--- config.mk ---
export PLATFORM = sky130hd
export DESIGN_NAME = button_reader
export DESIGN_NICKNAME = d
export VERILOG_FILES = /design/src/rtl/button_reader.sv
export SDC_FILE = /design/constraint.sdc
export NUM_CORES = 1
export LEC_CHECK = 0
export BUFFER_PORTS_ARGS = -buffer_cell sky130_fd_sc_hd__buf_4
export CELL_PAD_IN_SITES_DETAIL_PLACEMENT = 0
export CELL_PAD_IN_SITES_GLOBAL_PLACEMENT = 2
export CORE_MARGIN = 1.5
export CORE_UTILIZATION = 42
export CTS_BUF_LIST = sky130_fd_sc_hd__clkbuf_4
export DETAILED_ROUTE_END_ITERATION = 16
export GPL_TIMING_DRIVEN = 0
export PLACE_DENSITY_LB_ADDON = 0.2
export RECOVER_POWER = 25
export SLEW_MARGIN = 25
export SYNTH_ARGS = -nofsm -noshare
export SYNTH_HDL_FRONTEND = slang
export SYNTH_SLANG_ARGS = --single-unit
--- constraint.sdc ---
create_clock -name clk -period 3.27 [get_ports clk]
set_input_delay 0.1635 -clock clk [delete_from_list [all_inputs] [get_ports clk]]
set_output_delay 0.1635 -clock clk [all_outputs]
set_load 0.02 [all_outputs]
--- src/rtl/button_reader.sv ---
// button_reader: debounces one raw, bouncy, asynchronous key/switch pin and
// reports a clean pressed level plus single-cycle press, release and
// long-press strobes, along with a wrapping 8-bit press counter.
//
// Ports:
//   clk           system clock, all logic on its rising edge
//   rst           synchronous active-high reset
//   btn_in        raw asynchronous pin, may bounce
//   btn_level     debounced level, 1 = pressed
//   press_pulse   one-cycle strobe on an accepted press
//   release_pulse one-cycle strobe on an accepted release
//   long_pulse    one-cycle strobe once a press has been held LONG_PRESS_CYCLES
//   press_count   accepted presses, modulo 256
module button_reader #(
  parameter int unsigned DEBOUNCE_CYCLES   = 500000,
  parameter int unsigned LONG_PRESS_CYCLES = 50000000,
  parameter bit          ACTIVE_LOW        = 1'b1
) (
  input  logic       clk,
  input  logic       rst,
  input  logic       btn_in,
  output logic       btn_level,
  output logic       press_pulse,
  output logic       release_pulse,
  output logic       long_pulse,
  output logic [7:0] press_count
);

  localparam int unsigned DW = $clog2(DEBOUNCE_CYCLES + 1);
  localparam int unsigned HW = $clog2(LONG_PRESS_CYCLES + 1);

  // dcnt already holds the number of consecutive samples seen, so the
  // DEBOUNCE_CYCLES-th sample arrives while dcnt == DEBOUNCE_CYCLES-1.
  localparam logic [DW-1:0] DLAST = DW'(DEBOUNCE_CYCLES - 1);
  localparam logic [HW-1:0] HLAST = HW'(LONG_PRESS_CYCLES - 1);
  localparam logic [DW-1:0] DONE  = DW'(1);

  typedef enum logic [2:0] {
    IDLE       = 3'd0,
    PRESS_WAIT = 3'd1,
    PRESSED    = 3'd2,
    LONG       = 3'd3,
    REL_WAIT   = 3'd4
  } state_e;

  // Two-flop synchroniser; resets to the inactive pin level so a key held
  // through reset is seen as a fresh press.
  logic s1_q, s2_q;
  logic p;

  always_ff @(posedge clk) begin
    if (rst) begin
      s1_q <= ACTIVE_LOW;
      s2_q <= ACTIVE_LOW;
    end else begin
      s1_q <= btn_in;
      s2_q <= s1_q;
    end
  end

  assign p = s2_q ^ ACTIVE_LOW;

  state_e          state_q;
  logic [DW-1:0]   dcnt_q;
  logic [HW-1:0]   hcnt_q;
  logic            from_long_q;  // which held state REL_WAIT returns to on a glitch
  logic            level_q, press_q, release_q, long_q;
  logic [7:0]      count_q;

  always_ff @(posedge clk) begin
    if (rst) begin
      state_q     <= IDLE;
      dcnt_q      <= '0;
      hcnt_q      <= '0;
      from_long_q <= 1'b0;
      level_q     <= 1'b0;
      press_q     <= 1'b0;
      release_q   <= 1'b0;
      long_q      <= 1'b0;
      count_q     <= 8'd0;
    end else begin
      press_q   <= 1'b0;
      release_q <= 1'b0;
      long_q    <= 1'b0;
      unique case (state_q)
        IDLE: begin
          if (p) begin
            state_q <= PRESS_WAIT;
            dcnt_q  <= DONE;
          end
        end
        PRESS_WAIT: begin
          if (!p) begin
            state_q <= IDLE;
          end else if (dcnt_q == DLAST) begin
            state_q <= PRESSED;
            level_q <= 1'b1;
            press_q <= 1'b1;
            count_q <= count_q + 8'd1;
            hcnt_q  <= '0;
          end else begin
            dcnt_q <= dcnt_q + DONE;
          end
        end
        PRESSED: begin
          if (p) begin
            // hcnt stops at LONG_PRESS_CYCLES: LONG never increments it.
            hcnt_q <= hcnt_q + HW'(1);
            if (hcnt_q == HLAST) begin
              long_q  <= 1'b1;
              state_q <= LONG;
            end
          end else begin
            state_q     <= REL_WAIT;
            dcnt_q      <= DONE;
            from_long_q <= 1'b0;
          end
        end
        LONG: begin
          if (!p) begin
            state_q     <= REL_WAIT;
            dcnt_q      <= DONE;
            from_long_q <= 1'b1;
          end
        end
        REL_WAIT: begin
          // A glitch resumes the held state with hcnt untouched.
          if (p) begin
            state_q <= from_long_q ? LONG : PRESSED;
          end else if (dcnt_q == DLAST) begin
            state_q   <= IDLE;
            level_q   <= 1'b0;
            release_q <= 1'b1;
          end else begin
            dcnt_q <= dcnt_q + DONE;
          end
        end
        default: state_q <= IDLE;
      endcase
    end
  end

  assign btn_level     = level_q;
  assign press_pulse   = press_q;
  assign release_pulse = release_q;
  assign long_pulse    = long_q;
  assign press_count   = count_q;

endmodule

==> results.json, run 1 <==
{
  "clk-insertion-delay-late_ns": 0.42,
  "synth_top_family_by_area": "simple AND/OR/NAND/NOR gates",
  "cp.required_ns": 3.56,
  "final_core_utilization": 0.477,
  "synth_xor_area_frac": 0.0415,
  "synth_cell_type_count": 51,
  "r2r_start": "dcnt_q[8]$_SDFFE_PP0P_",
  "p_total_mw": 1.29,
  "cap_violations": 0,
  "start_util": 0.435,
  "port_buffers": 14,
  "first_pass_iters": 5,
  "finalSetupTns_ns": 0,
  "dr_total_vias": 2988,
  "drtAntennaViolNets": 0,
  "seq_area_um2": 1260,
  "htree_levels": 3,
  "min_path_cells": 5,
  "cts_setup_buffers": 0,
  "hold_buffers": 1,
  "end_kind": "flop",
  "ys.flop_type": "dfxtp_1",
  "status": "finished, final reports clean",
  "cp.arrival_ns": 3.08,
  "netlist_top_cells_count": "63 x dfxtp_1, 36 x a21oi_1, 31 x nor2_1, 29 x nand2_1, 22 x nand3_1",
  "max-vdd-ir-drop_uv": 190,
  "dr.first_iter.drc_count": 149,
  "track_usage": 0.208,
  "routed_wl_um": 7950,
  "synthAdderAreaFrac": 0.0118,
  "num_rows": 31,
  "yosysMostFrequentCell": "dfxtp_1",
  "leakage_nw": 1.08,
  "final_cells": 514,
  "cts_buffers": 9,
  "synthToLayoutAreaGrowth_pct": 9.79,
  "crit_start": "dcnt_q[8]$_SDFFE_PP0P_",
  "grt_pass1_vias": 2724,
  "placed_cells": 497,
  "seq_area_frac_synth": 0.398,
  "synth.area.top_cells": "dfxtp_1 40%, a21oi_1 5.7%, or3_1 3.9%",
  "r2r_slack_ns": 0.48,
  "synth_mux_area_frac": 0.00947,
  "grt_overflow_total": 0,
  "clock.fmax_mhz": 359,
  "relSlewSlack": 0.362,
  "die_h_um": 89.9,
  "tightest_slew_ns": 0.949,
  "timing.rr.end": "hcnt_q[14]$_SDFFE_PP0P_",
  "synth_edf_count": 0,
  "diodes": 0,
  "r2r_cells": 7,
  "ys_ff_latch": 63,
  "wl_met1_um": 4040,
  "drc_errors": 0,
  "skew_ns": 0.0201,
  "async_reset_ff_frac": 0,
  "io_pins": 15,
  "wl_met2_um": 3490,
  "syn_nets": 390,
  "min_from": "rst",
  "root_buffer": "clkbuf_4",
  "hold_violations": 0,
  "power.density_nw_per_um2": 370,
  "core_area_um2": 7290,
  "antenna_found_initial": 0,
  "avgSynthCellArea_um2": 8.25,
  "drive_above_1_share": 0.0651,
  "multiInputGateArea_um2": 1800,
  "grt_setup_unrepaired": "false",
  "fin_crit_ns": 2.79,
  "route.met3.wl_um": 341,
  "ys_warn_count": 0,
  "nets": 416,
  "setup_viol": 0,
  "wl_per_cell_um": 15.5,
  "grt_pass1_wl_um": 13600,
  "synth-compound-area-share": 0.169,
  "path_class": "reg -> reg",
  "clk_path_buf_depth": 2,
  "routed_via_density": 5.81,
  "routed.top_layer": "met4",
  "place_congestion": 0.801,
  "grt_max_degree": 13,
  "startpoint_type": "flop",
  "whs_endpoint": "dcnt_q[14]$_SDFFE_PP0P_",
  "fillCellCount": 798,
  "die-area_um2": 8080,
  "clk_pin_slew_ns": 0.12,
  "clock_sinks": 63,
  "hold_class": "in -> reg",
  "synth_top_cell_by_area": "dfxtp_1",
  "fin_crit_sh": 0.853,
  "netlist_instances": 384,
  "fp.dieW_um": 89.9,
  "cts_resized": 0,
  "dp_hpwl_um": 5640,
  "synth_top_area_share": 0.398,
  "cp_max_fo": 10,
  "drv_slew": 0,
  "netlist_area_um2": 3170,
  "synth-simple-area-share": 0.335,
  "cts_tree": "done"
}
-- worst max-delay path by stage --
stage / end / slack (ns) / depth (start not counted)
floorplan: hcnt_q[14]$_SDFFE_PP0P_ / 1.12 / 8
global placement: hcnt_q[9]$_SDFFE_PP0P_ / 0.50 / 9
detailed placement: hcnt_q[6]$_SDFFE_PP0P_ / 0.51 / 9
CTS: hcnt_q[9]$_SDFFE_PP0P_ / 0.49 / 7
global route: hcnt_q[14]$_SDFFE_PP0P_ / 0.20 / 7
finish: hcnt_q[14]$_SDFFE_PP0P_ / 0.48 / 7
-- power by group --
part	switching, mW	internal [mW]	leakage (nW)
Clock	0.316	0.155	0.0560
Sequential	0.00196	0.770	0.508
Combinational	0.0313	0.0128	0.517
Total	0.349	0.938	1.08
-- area by class of cell --
type / instances / share of cell area
buffer: 22 / 0.0266
clock buffer: 9 / 0.0194
clock inverter: 7 / 0.0140
inverter: 5 / 0.00539
multi-input combinational: 294 / 0.516
sequential: 63 / 0.362
tap: 99 / 0.0356
timing repair buffer: 15 / 0.0201
-- kinds of logic (layout without fill, tap and decap cells) --
| group | count (synthesis) | count (layout) |
|---|---|---|
| and+or+nand+nor | 186 | 186 |
| AOI/OAI and AO/OA | 87 | 87 |
| buffers and inverters | 27 | 58 |
| muxes | 3 | 3 |
| adders and majority gates | 3 | 3 |
| DFF | 63 | 63 |
| xor gates and xnor gates | 15 | 15 |
-- sequential cells by signal, summed over array words and instances (netlist names) --
name,flops
hcnt_q,26
dcnt_q,19
press_count,8
state_q,3
btn_level,1
from_long_q,1
long_pulse,1
press_pulse,1
release_pulse,1
s1_q,1
s2_q,1
-- layer usage --
layer | vias up | global-route usage
met5 | - | 0
met4 | 0 | 0.0516
met3 | 7 | 0.0558
met2 | 64 | 0.313
met1 | 1425 | 0.294
li1 | 1492 | -
-- layout by cell type, fill, tap and decap left out, types with 6 or more instances in the layout --
cell type / count
and3_1: 6
o21ai_1: 9
dfxtp_1: 63
nor2_1: 31
nand3_1: 22
nand2_1: 29
o21ai_0: 7
or4_1: 16
clkbuf_1: 31
o31ai_1: 12
clkbuf_4: 9
xor2_1: 11
nand4_1: 19
a21oi_1: 36
or3_1: 20
-- per-stage QoR --
stage          setup WS [ns]  area, um^2  hold slack (ns)
2_1_floorplan           1.12        3170            0.267
3_3_place_gp           0.500        3400            0.349
3_5_place_dp           0.508        3400            0.353
4_1_cts                0.490        3520            0.337
5_1_grt                0.201        3480            0.378
6_report               0.482        3480            0.360
-- worst max-delay path, cell delays in order (launching register included) --
cell and delay (ns):
dfxtp_1 0.45, nand4_1 0.14, nor4_2 0.80, a21boi_2 0.24, clkbuf_1 0.30, clkbuf_1 0.32, o31ai_1 0.32, a21oi_1 0.09
Note: power is estimated with default switching activity, not from simulation.
==> run 2: changes to the inputs <==
- CELL_PAD_IN_SITES_DETAIL_PLACEMENT: 0 -> unset
- CELL_PAD_IN_SITES_GLOBAL_PLACEMENT: 2 -> unset
- CORE_UTILIZATION: 42 -> 57
- RECOVER_POWER: 25 -> unset
- SLEW_MARGIN: 25 -> unset
==> results.json, run 2 (synthesis results as in run 1) <==
{
  "dr.first_iter.drc_count": 296,
  "track_usage": 0.252,
  "cap_violations": 0,
  "leakage_nw": 1.16,
  "place_congestion": 0.871,
  "grt_overflow_total": 0,
  "final_core_utilization": 0.671,
  "layout_commonest_cell": "dfxtp_1",
  "port_buffers": 14,
  "drtAntennaViolNets": 0,
  "fin_crit_sh": 0.833,
  "startpoint_type": "flop",
  "r2r_slack_ns": 0.55,
  "die-area_um2": 6020,
  "cp.required_ns": 3.60,
  "core_area_um2": 5240,
  "p_total_mw": 1.38,
  "die_h_um": 77.6,
  "io_pins": 15,
  "cts_tree": "done",
  "status": "finished, final reports clean",
  "grt_pass1_vias": 2666,
  "grt_pass1_wl_um": 12300,
  "clk_pin_slew_ns": 0.10,
  "fin_crit_ns": 2.72,
  "clock.fmax_mhz": 367,
  "placed_area_um2": 3360,
  "first_pass_iters": 4,
  "grt_setup_unrepaired": "false",
  "stdcell_area_um2": 3510,
  "cpLargestDelayFamily": "buffers and inverters",
  "antenna_found_initial": 0,
  "path_class": "reg -> reg",
  "clk-insertion-delay-late_ns": 0.40,
  "cts_setup_buffers": 0,
  "routed_wl_um": 7180,
  "slowest_stage": "clkbuf_1",
  "synthToLayoutAreaGrowth_pct": 10.9,
  "cp.arrival_ns": 3.05,
  "nets": 416,
  "skew_ns": 0.0131,
  "power.density_nw_per_um2": 393,
  "grt_max_degree": 11,
  "wl_per_cell_um": 14.9,
  "hold_violations": 0,
  "finalSetupTns_ns": 0,
  "hold_class": "in -> reg",
  "end_kind": "flop",
  "drc_errors": 0,
  "fp.dieW_um": 77.6,
  "dp_hpwl_um": 5000,
  "drive_above_1_share": 0.0920,
  "clock_sinks": 63,
  "most-common-layout-cells": "63 x dfxtp_1, 36 x a21oi_1, 31 x nor2_1, 29 x nand2_1, 22 x nand3_1",
  "num_rows": 26,
  "routed_via_density": 6.20,
  "setup_viol": 0,
  "crit_top_cell": "clkbuf_1",
  "cp_max_fo": 10,
  "largest_register_ffs": 26,
  "path_cells": "ha_1, and4_1, nor4bb_1, buf_2, a21boi_2, clkbuf_1, clkbuf_1, o21ai_0, a21oi_1",
  "htree_levels": 3,
  "diodes": 0,
  "max-vdd-ir-drop_uv": 281,
  "dr_total_vias": 2995,
  "start_util": 0.605,
  "regMostFlops": "hcnt_q",
  "root_buffer": "clkbuf_4",
  "drv_slew": 0,
  "clk_path_buf_depth": 2,
  "slowest_delay_ns": 0.44,
  "timing.critical_path.buf_inv": 3,
  "tightest_slew_ns": 0.912,
  "relSlewSlack": 0.386,
  "cts_buffers": 9
}
-- run 2: cell count changes in the layout (fill, tap and decap cells not counted) --
cell	previous run	this run
clkbuf_1	31	18
clkinv_1	1	0
clkinvlp_4	3	0
buf_1	0	1
bufinv_16	0	2
inv_6	1	0
buf_4	2	14
clkinv_4	1	0
clkinv_2	1	3
-- run 2: metal layers --
metal,track usage,wire (um),part of all wire
met3,0.0412,322,0.045
met1,0.348,3470,0.48
met5,0,0,0
met2,0.393,3280,0.46
met4,0.104,106,0.015
-- run 2: final timing paths --
| path | from | to | depth (start not counted) |
|---|---|---|---|
| hold / removal | rst | state_q[1]$_SDFFE_PP0P_ | 3 |
| setup reg to reg | dcnt_q[0]$_SDFFE_PP0P_ | hcnt_q[18]$_SDFFE_PP0P_ | 9 |
| hold reg to reg | s1_q$_SDFF_PP1_ | s2_q$_SDFF_PP1_ | 1 |
| setup / recovery | dcnt_q[0]$_SDFFE_PP0P_ | hcnt_q[18]$_SDFFE_PP0P_ | 9 |
-- run 2: repair_timing --
action | in CTS | in global routing
endpoints found under the hold margin | 1 | 0
resized for setup | 0 | 0
hold buffers | 1 | 0
-- run 2: final cells by class --
class | count | area [um^2]
multi-input combinational | 294 | 1800
fill | 447 | 1720
sequential | 63 | 1260
timing repair buffer | 15 | 115
buffer | 22 | 92.6
tap | 70 | 87.6
clock inverter | 5 | 75.1
clock buffer | 9 | 67.6
inverter | 5 | 18.8
-- run 2: stage by stage --
step | worst slack, ns | instances | hold WS, ns
after floorplan | 1.12 | 384 | 0.267
after global placement | 0.600 | 468 | 0.348
after detailed placement | 0.555 | 468 | 0.355
after CTS | 0.536 | 483 | 0.315
after global routing | 0.237 | 483 | 0.402
final | 0.546 | 483 | 0.344
-- run 2: where the power goes --
| group | internal [mW] | switching, mW | leakage, nW |
|---|---|---|---|
| logic | 0.0128 | 0.0299 | 0.568 |
| registers | 0.769 | 0.00217 | 0.508 |
| clock network | 0.298 | 0.269 | 0.0814 |
-- run 2: tightest hold or removal path, cell delays in order --
cell and delay, ns:
buf_4 0.08, clkbuf_1 0.33, a2111oi_0 0.12
==> run 3: changes to the inputs <==
- clock period: 3.27 -> 2.25 ns (I/O delays scaled with it)
==> results.json, run 3 (synthesis results as in run 1) <==
{
  "status": "finished, final reports clean",
  "wl_per_cell_um": 15.7,
  "cts_tree": "done",
  "drv_slew": 0,
  "fp.dieW_um": 77.6,
  "cpLargestDelayFamily": "simple AND/OR/NAND/NOR gates",
  "p_total_mw": 2.02,
  "slowest_stage": "or4b_1",
  "cp_max_fo": 7,
  "start_util": 0.605,
  "placed_cells": 468,
  "final_core_utilization": 0.714,
  "cap_violations": 0,
  "placed_area_um2": 3360,
  "cp.arrival_ns": 2.55,
  "io_pins": 15,
  "drtAntennaViolNets": 0,
  "drc_errors": 0,
  "tightest_slew_ns": 0.877,
  "port_buffers": 14,
  "grt_setup_unrepaired": "true",
  "htree_levels": 3,
  "final.setup.worst_slack_ns": 0.0321,
  "diodes": 0,
  "first_pass_iters": 5,
  "antenna_found_initial": 0,
  "startpoint_type": "flop",
  "root_buffer": "clkbuf_4",
  "power.density_nw_per_um2": 539,
  "most-common-layout-cells": "60 x dfxtp_1, 34 x a21oi_1, 30 x nor2_1, 29 x nand2_1, 24 x buf_4",
  "grt_pass1_wl_um": 12800,
  "clock_sinks": 63,
  "timing.critical_path.buf_inv": 2,
  "stdcell_area_um2": 3740,
  "routed_wl_um": 7690,
  "skew_ns": 0.0141,
  "timing.hold.ws_ns": 0.302,
  "setup_viol": 0,
  "track_usage": 0.263,
  "path_class": "reg -> reg",
  "dr.first_iter.drc_count": 314,
  "fin_crit_ns": 2.22,
  "end_kind": "flop",
  "slowest_delay_ns": 0.52,
  "die_h_um": 77.6,
  "synthToLayoutAreaGrowth_pct": 18.0,
  "dp_hpwl_um": 5000,
  "hold_violations": 0,
  "finalSetupTns_ns": 0,
  "final_cells": 491,
  "clk-insertion-delay-late_ns": 0.41,
  "cp.required_ns": 2.58,
  "num_rows": 26,
  "clk_path_buf_depth": 2,
  "dr_total_vias": 3067,
  "regMostFlops": "hcnt_q",
  "layout_commonest_cell": "dfxtp_1",
  "drive_above_1_share": 0.181,
  "core_area_um2": 5240,
  "place_congestion": 0.871,
  "nets": 424,
  "clk_pin_slew_ns": 0.11,
  "cts_buffers": 9,
  "leakage_nw": 1.26,
  "relSlewSlack": 0.410,
  "grt_overflow_total": 0,
  "grt_max_degree": 11,
  "hold_class": "in -> reg",
  "post-place-ws_ns": -0.465,
  "grt_pass1_vias": 2704,
  "die-area_um2": 6020,
  "max-vdd-ir-drop_uv": 410,
  "largest_register_ffs": 26,
  "path_cells": "or3b_4, nor4bb_4, buf_4, a21boi_4, buf_6, or4b_1, a21oi_1",
  "clock.fmax_mhz": 451,
  "fin_crit_sh": 0.986,
  "routed_via_density": 6.25
}
## run 3: cell type report
class | count | area [um^2]
fill | 406 | 1500
sequential | 63 | 1270
clock inverter | 5 | 75.1
clock buffer | 9 | 67.6
timing repair buffer | 24 | 186
tap | 70 | 87.6
buffer | 21 | 114
inverter | 5 | 18.8
multi-input combinational | 294 | 1920
## run 3: metal layers
metal	GRT usage	part of all wire	up-vias
met4	0.104	0.020	0
met5	0	0	-
met1	0.364	0.46	1423
li1	-	-	1505
met2	0.409	0.46	125
met3	0.0412	0.066	14
## run 3: where the power goes
group	switching, mW	leakage (nW)	internal, mW
Combinational	0.0463	0.664	0.0211
Sequential	0.00286	0.510	1.12
Clock	0.395	0.0814	0.433
## run 3: final timing paths
kind	slack (ns)	to	from	cells after the start
worst max-delay path	0.03	hcnt_q[19]$_SDFFE_PP0P_	state_q[2]$_SDFFE_PP0P_	7
worst min-delay path	0.30	state_q[1]$_SDFFE_PP0P_	rst	3
worst max register to register	0.03	hcnt_q[19]$_SDFFE_PP0P_	state_q[2]$_SDFFE_PP0P_	7
worst min register to register	0.44	s2_q$_SDFF_PP1_	s1_q$_SDFF_PP1_	1
## run 3: what timing repair did
| action | 4_1_cts | 5_1_grt |
|---|---|---|
| endpoints found under the hold margin | 1 | 0 |
| pin swaps | 0 | 4 |
| buffers inserted | 3 | 5 |
| endpoints found under the setup margin | 42 | 54 |
| cloned | 1 | 0 |
| gates resized for setup | 21 | 30 |
| hold buffers | 1 | 0 |
## run 3: tightest hold or removal path, delay by kind of cell
kind / cells / cell delay (ns)
buffers and inverters: 2 / 0.43
AOI/OAI and AO/OA: 1 / 0.12
